### config.mk
export PLATFORM = sky130hd
export DESIGN_NAME = usb_txn_sched
export DESIGN_NICKNAME = d
export VERILOG_FILES = /design/src/rtl/usb_txn_sched.sv
export SDC_FILE = /design/constraint.sdc
export NUM_CORES = 1
export LEC_CHECK = 0
export ABC_AREA = 1
export ABC_CLOCK_PERIOD_IN_PS = 1300
export BUFFER_PORTS_ARGS = -buffer_cell sky130_fd_sc_hd__buf_4
export CAP_MARGIN = 15
export CORE_MARGIN = 2
export CORE_UTILIZATION = 45
export DETAILED_ROUTE_END_ITERATION = 16
export PLACE_DENSITY = 0.75
export SYNTH_ARGS = -nofsm -noshare
export SYNTH_HDL_FRONTEND = slang
export SYNTH_SLANG_ARGS = --single-unit
### constraint.sdc
create_clock -name clk -period 1.3 [get_ports clk]
set_input_delay 0.13 -clock clk [delete_from_list [all_inputs] [get_ports clk]]
set_output_delay 0.13 -clock clk [all_outputs]
set_load 0.005 [all_outputs]
### src/rtl/usb_txn_sched.sv
// usb_txn_sched: OUT-transaction scheduler above the USB receive path.
// Sequences token -> data -> handshake, tracks the DATA0/DATA1 toggle,
// starts the encryptor on good new data and requests ACK/NAK handshakes.
// Optional feature macro: USB_TIMEOUT_EN (WAIT_DATA timeout with a
// saturating cycle counter). Without it WAIT_DATA waits indefinitely.
module usb_txn_sched #(
    parameter logic [7:0] TOKEN_PID = 8'h96,
    parameter logic [7:0] DATA0_PID = 8'h3C,
    parameter logic [7:0] DATA1_PID = 8'hB4,
    parameter logic [7:0] ACK_PID   = 8'h2D,
    parameter logic [7:0] NAK_PID   = 8'h5A,
    parameter int         TIMEOUT   = 1000,
    parameter int         CNT_W     = 16
) (
    input  logic       clk,
    input  logic       n_rst,
    input  logic       pkt_valid,
    input  logic [7:0] pkt_pid,
    input  logic       pkt_err,
    input  logic       enc_busy,
    input  logic       enc_done,
    output logic       enc_start,
    output logic       tx_req,
    output logic [7:0] tx_pid,
    input  logic       tx_ack,
    output logic       data_toggle,
    output logic       txn_busy,
    output logic       err_pulse
);

    typedef enum logic [2:0] {
        ST_IDLE      = 3'd0,
        ST_WAIT_DATA = 3'd1,
        ST_ENCRYPT   = 3'd2,
        ST_SEND_ACK  = 3'd3,
        ST_SEND_NAK  = 3'd4
    } state_t;

    // The timeout counter must be able to hold TIMEOUT-1.
    if ((TIMEOUT < 1) || (TIMEOUT >= (1 << CNT_W))) begin : g_bad_timeout_cfg
        $error("usb_txn_sched: TIMEOUT must be in 1 .. 2**CNT_W-1");
    end

    // True for either data PID.
    function automatic logic pid_is_data(input logic [7:0] pid);
        return (pid == DATA0_PID) || (pid == DATA1_PID);
    endfunction

    // Toggle bit carried by a data PID (1 = DATA1).
    function automatic logic pid_toggle(input logic [7:0] pid);
        return (pid == DATA1_PID);
    endfunction

    state_t     state_q, state_d;
    logic       data_toggle_q, data_toggle_d;
    logic       enc_start_q, enc_start_d;
    logic       tx_req_q, tx_req_d;
    logic [7:0] tx_pid_q, tx_pid_d;
    logic       txn_busy_q, txn_busy_d;
    logic       err_pulse_q, err_pulse_d;

`ifdef USB_TIMEOUT_EN
    localparam logic [CNT_W-1:0] CNT_LAST = CNT_W'(TIMEOUT - 1);
    localparam logic [CNT_W-1:0] CNT_MAX  = {CNT_W{1'b1}};

    logic [CNT_W-1:0] cnt_q, cnt_d;

    // Timeout counter: zero outside WAIT_DATA so it is clear on entry; saturates.
    always_comb begin
        cnt_d = {CNT_W{1'b0}};
        if (state_q == ST_WAIT_DATA) begin
            if (cnt_q != CNT_MAX) begin
                cnt_d = cnt_q + {{(CNT_W-1){1'b0}}, 1'b1};
            end else begin
                cnt_d = cnt_q;
            end
        end else begin
            cnt_d = {CNT_W{1'b0}};
        end
    end

    // Timeout counter register.
    always_ff @(posedge clk or negedge n_rst) begin
        if (!n_rst) begin
            cnt_q <= {CNT_W{1'b0}};
        end else begin
            cnt_q <= cnt_d;
        end
    end
`endif

    // Next-state logic plus the registered-output next values.
    always_comb begin
        state_d       = state_q;
        data_toggle_d = data_toggle_q;
        enc_start_d   = 1'b0;
        err_pulse_d   = 1'b0;
        tx_req_d      = 1'b0;
        tx_pid_d      = 8'h00;
        txn_busy_d    = 1'b0;

        case (state_q)
            ST_IDLE: begin
                if (pkt_valid) begin
                    if (!pkt_err && (pkt_pid == TOKEN_PID)) begin
                        state_d = ST_WAIT_DATA;
                    end else begin
                        err_pulse_d = 1'b1;
                    end
                end else begin
                    state_d = ST_IDLE;
                end
            end
            ST_WAIT_DATA: begin
                if (pkt_valid) begin
                    if (pkt_err || !pid_is_data(pkt_pid)) begin
                        err_pulse_d = 1'b1;
                        state_d     = ST_SEND_NAK;
                    end else if (pid_toggle(pkt_pid) != data_toggle_q) begin
                        // Retransmission of data already accepted: re-ACK only.
                        state_d = ST_SEND_ACK;
                    end else if (enc_busy) begin
                        state_d = ST_SEND_NAK;
                    end else begin
                        state_d     = ST_ENCRYPT;
                        enc_start_d = 1'b1;
                    end
                end else begin
`ifdef USB_TIMEOUT_EN
                    if (cnt_q == CNT_LAST) begin
                        err_pulse_d = 1'b1;
                        state_d     = ST_IDLE;
                    end else begin
                        state_d = ST_WAIT_DATA;
                    end
`else
                    state_d = ST_WAIT_DATA;
`endif
                end
            end
            ST_ENCRYPT: begin
                // Any packet here is a protocol error; enc_done still proceeds.
                err_pulse_d = pkt_valid;
                if (enc_done) begin
                    data_toggle_d = ~data_toggle_q;
                    state_d       = ST_SEND_ACK;
                end else begin
                    state_d = ST_ENCRYPT;
                end
            end
            ST_SEND_ACK, ST_SEND_NAK: begin
                if (tx_ack) begin
                    state_d = ST_IDLE;
                end else begin
                    state_d = state_q;
                end
            end
            default: begin
                state_d = ST_IDLE;
            end
        endcase

        // Outputs follow the state being entered so they are valid in its first cycle.
        case (state_d)
            ST_SEND_ACK: begin
                tx_req_d = 1'b1;
                tx_pid_d = ACK_PID;
            end
            ST_SEND_NAK: begin
                tx_req_d = 1'b1;
                tx_pid_d = NAK_PID;
            end
            default: begin
                tx_req_d = 1'b0;
                tx_pid_d = 8'h00;
            end
        endcase
        txn_busy_d = (state_d != ST_IDLE);
    end

    // State and output registers.
    always_ff @(posedge clk or negedge n_rst) begin
        if (!n_rst) begin
            state_q       <= ST_IDLE;
            data_toggle_q <= 1'b0;
            enc_start_q   <= 1'b0;
            tx_req_q      <= 1'b0;
            tx_pid_q      <= 8'h00;
            txn_busy_q    <= 1'b0;
            err_pulse_q   <= 1'b0;
        end else begin
            state_q       <= state_d;
            data_toggle_q <= data_toggle_d;
            enc_start_q   <= enc_start_d;
            tx_req_q      <= tx_req_d;
            tx_pid_q      <= tx_pid_d;
            txn_busy_q    <= txn_busy_d;
            err_pulse_q   <= err_pulse_d;
        end
    end

    assign enc_start   = enc_start_q;
    assign tx_req      = tx_req_q;
    assign tx_pid      = tx_pid_q;
    assign data_toggle = data_toggle_q;
    assign txn_busy    = txn_busy_q;
    assign err_pulse   = err_pulse_q;

endmodule

==> impl_metrics.tcl <==
set metrics [dict create \
    wl_per_cell_um 9.79 \
    synthToLayoutAreaGrowth_pct 34.5 \
    post_cts_buffers 0 \
    rsz0062_at_grt "yes" \
    synth_area_leader_cell "dfrtp_1" \
    route.vias.total 632 \
    end_kind "flip-flop" \
    yosys-top-cells-count "nand2_1 (24), inv_1 (20), nor2_1 (13)" \
    cts_max_level 1 \
    drt-vias-per-instance 4.61 \
    initial_core_util_pct 49.7 \
    clock.fmax_mhz 805 \
    synth_top_area_share_pct 37.3 \
    design_area_um2 902 \
    synth_most_common_cell "nand2_1" \
    remaining_drc_errors 0 \
    final_util_pct 66.8 \
    power_density_mw_per_mm2 1230 \
    firstDrtPassIters 4 \
    insertion_delay_ns 0.27 \
    syn-num-nets 112 \
    grt_overflow_total 0 \
    synth-edff-count 0 \
    grt_pass1_wl_um 2350 \
    die_h_um 42.6 \
    netlist_area_um2 671 \
    clk_pin_slew_ns 0.07 \
    row_count 13 \
    die_area_mm2 0.00182 \
    drt_iter0_markers 8 \
    ys_async_sr_fraction_pct 100 \
    maxSlewViolCount 0 \
    cp_top_family "simple AND/OR/NAND/NOR gates" \
    period_minus_slack_ns 1.24 \
    cts_sinks 10 \
    grt_max_degree 11 \
    n_antenna_cell 0 \
    cts_root_buf "clkbuf_4" \
    worstPathRequired_ns 1.51 \
    grt_pass1_vias 591 \
    slowest_delay_ns 0.45 \
    ys_seq_area_share_pct 37.3 \
    grt_usage_pct 17.7 \
    synth-seq-cells 10 \
    hold_viol_final 0 \
    fin_crit_sh_pct 95.6 \
    leakage_nw 0.547 \
    peakVddDrop_mv 0.853 \
    critPathBufInv 0 \
    cts_tree "yes" \
    synthFlopType "dfrtp_1" \
    ys_warn_count 0 \
    port_buffers 26 \
    antenna_found_initial 0 \
    avgSynthCellArea_um2 6.91 \
    crit_arrival_ns 1.45 \
    postPlaceCellArea_um2 840 \
    crit_slowest_cell "dfrtp_2" \
    path_class "flip-flop to flip-flop" \
    chipWidth_um 42.6 \
    clock_path_buffers 2 \
    cts_buffers 3 \
    crit_path_start_kind "flip-flop" \
    antenna_left 0 \
    hpwl_um 1130 \
    hold_path.class "input pin to flip-flop" \
    core-area_mm2 0.00135 \
    maxCapViolations 0 \
    gp_congestion 0.789 \
    routed_wl_um 1340 \
    fin_skew_ns 0.00665 \
    setup_viol 0 \
    status "finished clean" \
    io_pins 28 \
    cpMostUsedCell "nand2_2" \
    synth_area_leaders "dfrtp_1 (37%), nand2_1 (13%), inv_1 (11%)" \
    path_cells "nor3_4, nand3_2, nor2_2, nand2_1, nand2_2, nand2_2, nand2_2" \
    drive_gt1_share_pct 39.3 \
    ys_types 21 \
    synth_cells 97 \
    critPathMaxFanout 4 \
    nets 138 \
]
## layout make-up
cell class                      instances  area [um^2]
Fill cell                             117          448
Multi-Input combinational cell         60          309
Sequential cell                        10          254
Timing Repair Buffer                   27          205
Inverter                               21         78.8
Clock buffer                            4         36.3
Tap cell                               15         18.8
## logic make-up (layout without fill, tap and decap cells)
family                 after synthesis  after routing  synth area share [%]
AO/OA/AOI/OAI                        4              4                  4.29
XOR/XNOR                             1              1                  1.31
other                                1              1                 0.559
buffers and inverters               27             52                  18.5
flip-flops                          10             10                  37.3
AND/OR/NAND/NOR                     54             54                  38.1
## power by group
group / internal [mW] / switching (mW) / leakage [nW]
clock network: 0.170 / 0.109 / 0.0210
registers: 0.383 / 0.0565 / 0.130
logic: 0.195 / 0.199 / 0.397
total: 0.748 / 0.365 / 0.547
## registers in the layout (all words and copies together) (netlist names)
name         cells
tx_req           1
tx_pid           2
state_q          3
data_toggle      1
txn_busy         1
err_pulse        1
enc_start        1
## cells in the final DEF (no fill, tap or decap), drive strengths merged
master       Yosys  final
nor2            14     14
dfrtp           10     10
nor3             3      3
dlygate4sd3      0      1
buf              6     26
nor4             1      1
xor2             1      1
o21a             1      1
a21oi            2      2
o211ai           1      1
nand4            2      2
nand3            6      6
inv             21     21
nand2           28     28
clkbuf           0      4
conb             1      1
## worst paths after layout
| kind | startpoint | to | slack, ns | cells after the start |
|---|---|---|---|---|
| worst max-delay path | state_q[1]$_DFF_PN0_ | tx_req$_DFF_PN0_ | 0.06 | 7 |
| max in group asynchronous | n_rst | state_q[1]$_DFF_PN0_ | 0.94 | 2 |
| worst min register to register | data_toggle$_DFFE_PN0P_ | data_toggle$_DFFE_PN0P_ | 0.59 | 2 |
| min in group asynchronous | n_rst | state_q[2]$_DFF_PN0_ | 0.21 | 2 |
| worst max register to register | state_q[1]$_DFF_PN0_ | tx_req$_DFF_PN0_ | 0.06 | 7 |
| worst min-delay path | enc_busy | enc_start$_DFF_PN0_ | 0.03 | 2 |
## stage by stage
| stage | worst slack, ns | TNS (ns) | instances | hold WS (ns) | power (mW) |
|---|---|---|---|---|---|
| floorplan | 0.147 | 0 | 97 | -0.166 | 0.655 |
| global placement | 0.0117 | 0 | 132 | -0.0381 | 0.812 |
| CTS | 0.0158 | 0 | 137 | 0.0232 | 1.11 |
| detailed placement | -0.0189 | -0.0189 | 132 | -0.0377 | 0.821 |
| global route | -0.0387 | -0.103 | 137 | 0.0259 | 1.20 |
| finish | 0.0577 | 0 | 137 | 0.0276 | 1.11 |
## layer usage
metal	vias up	track usage, %	part of all wire (%)
li1	336	-	-
met1	268	20.4	40
met2	22	27.4	48
met3	6	8.19	8.7
met4	0	8.75	2.7
met5	-	0	0
## what timing repair did
action	CTS	global route
hold endpoints to repair	10	0
hold buffers	1	0
gates resized for setup	2	6
endpoints found under the setup margin	1	4
pin swaps	0	1
Note: power is estimated with default switching activity, not from simulation.
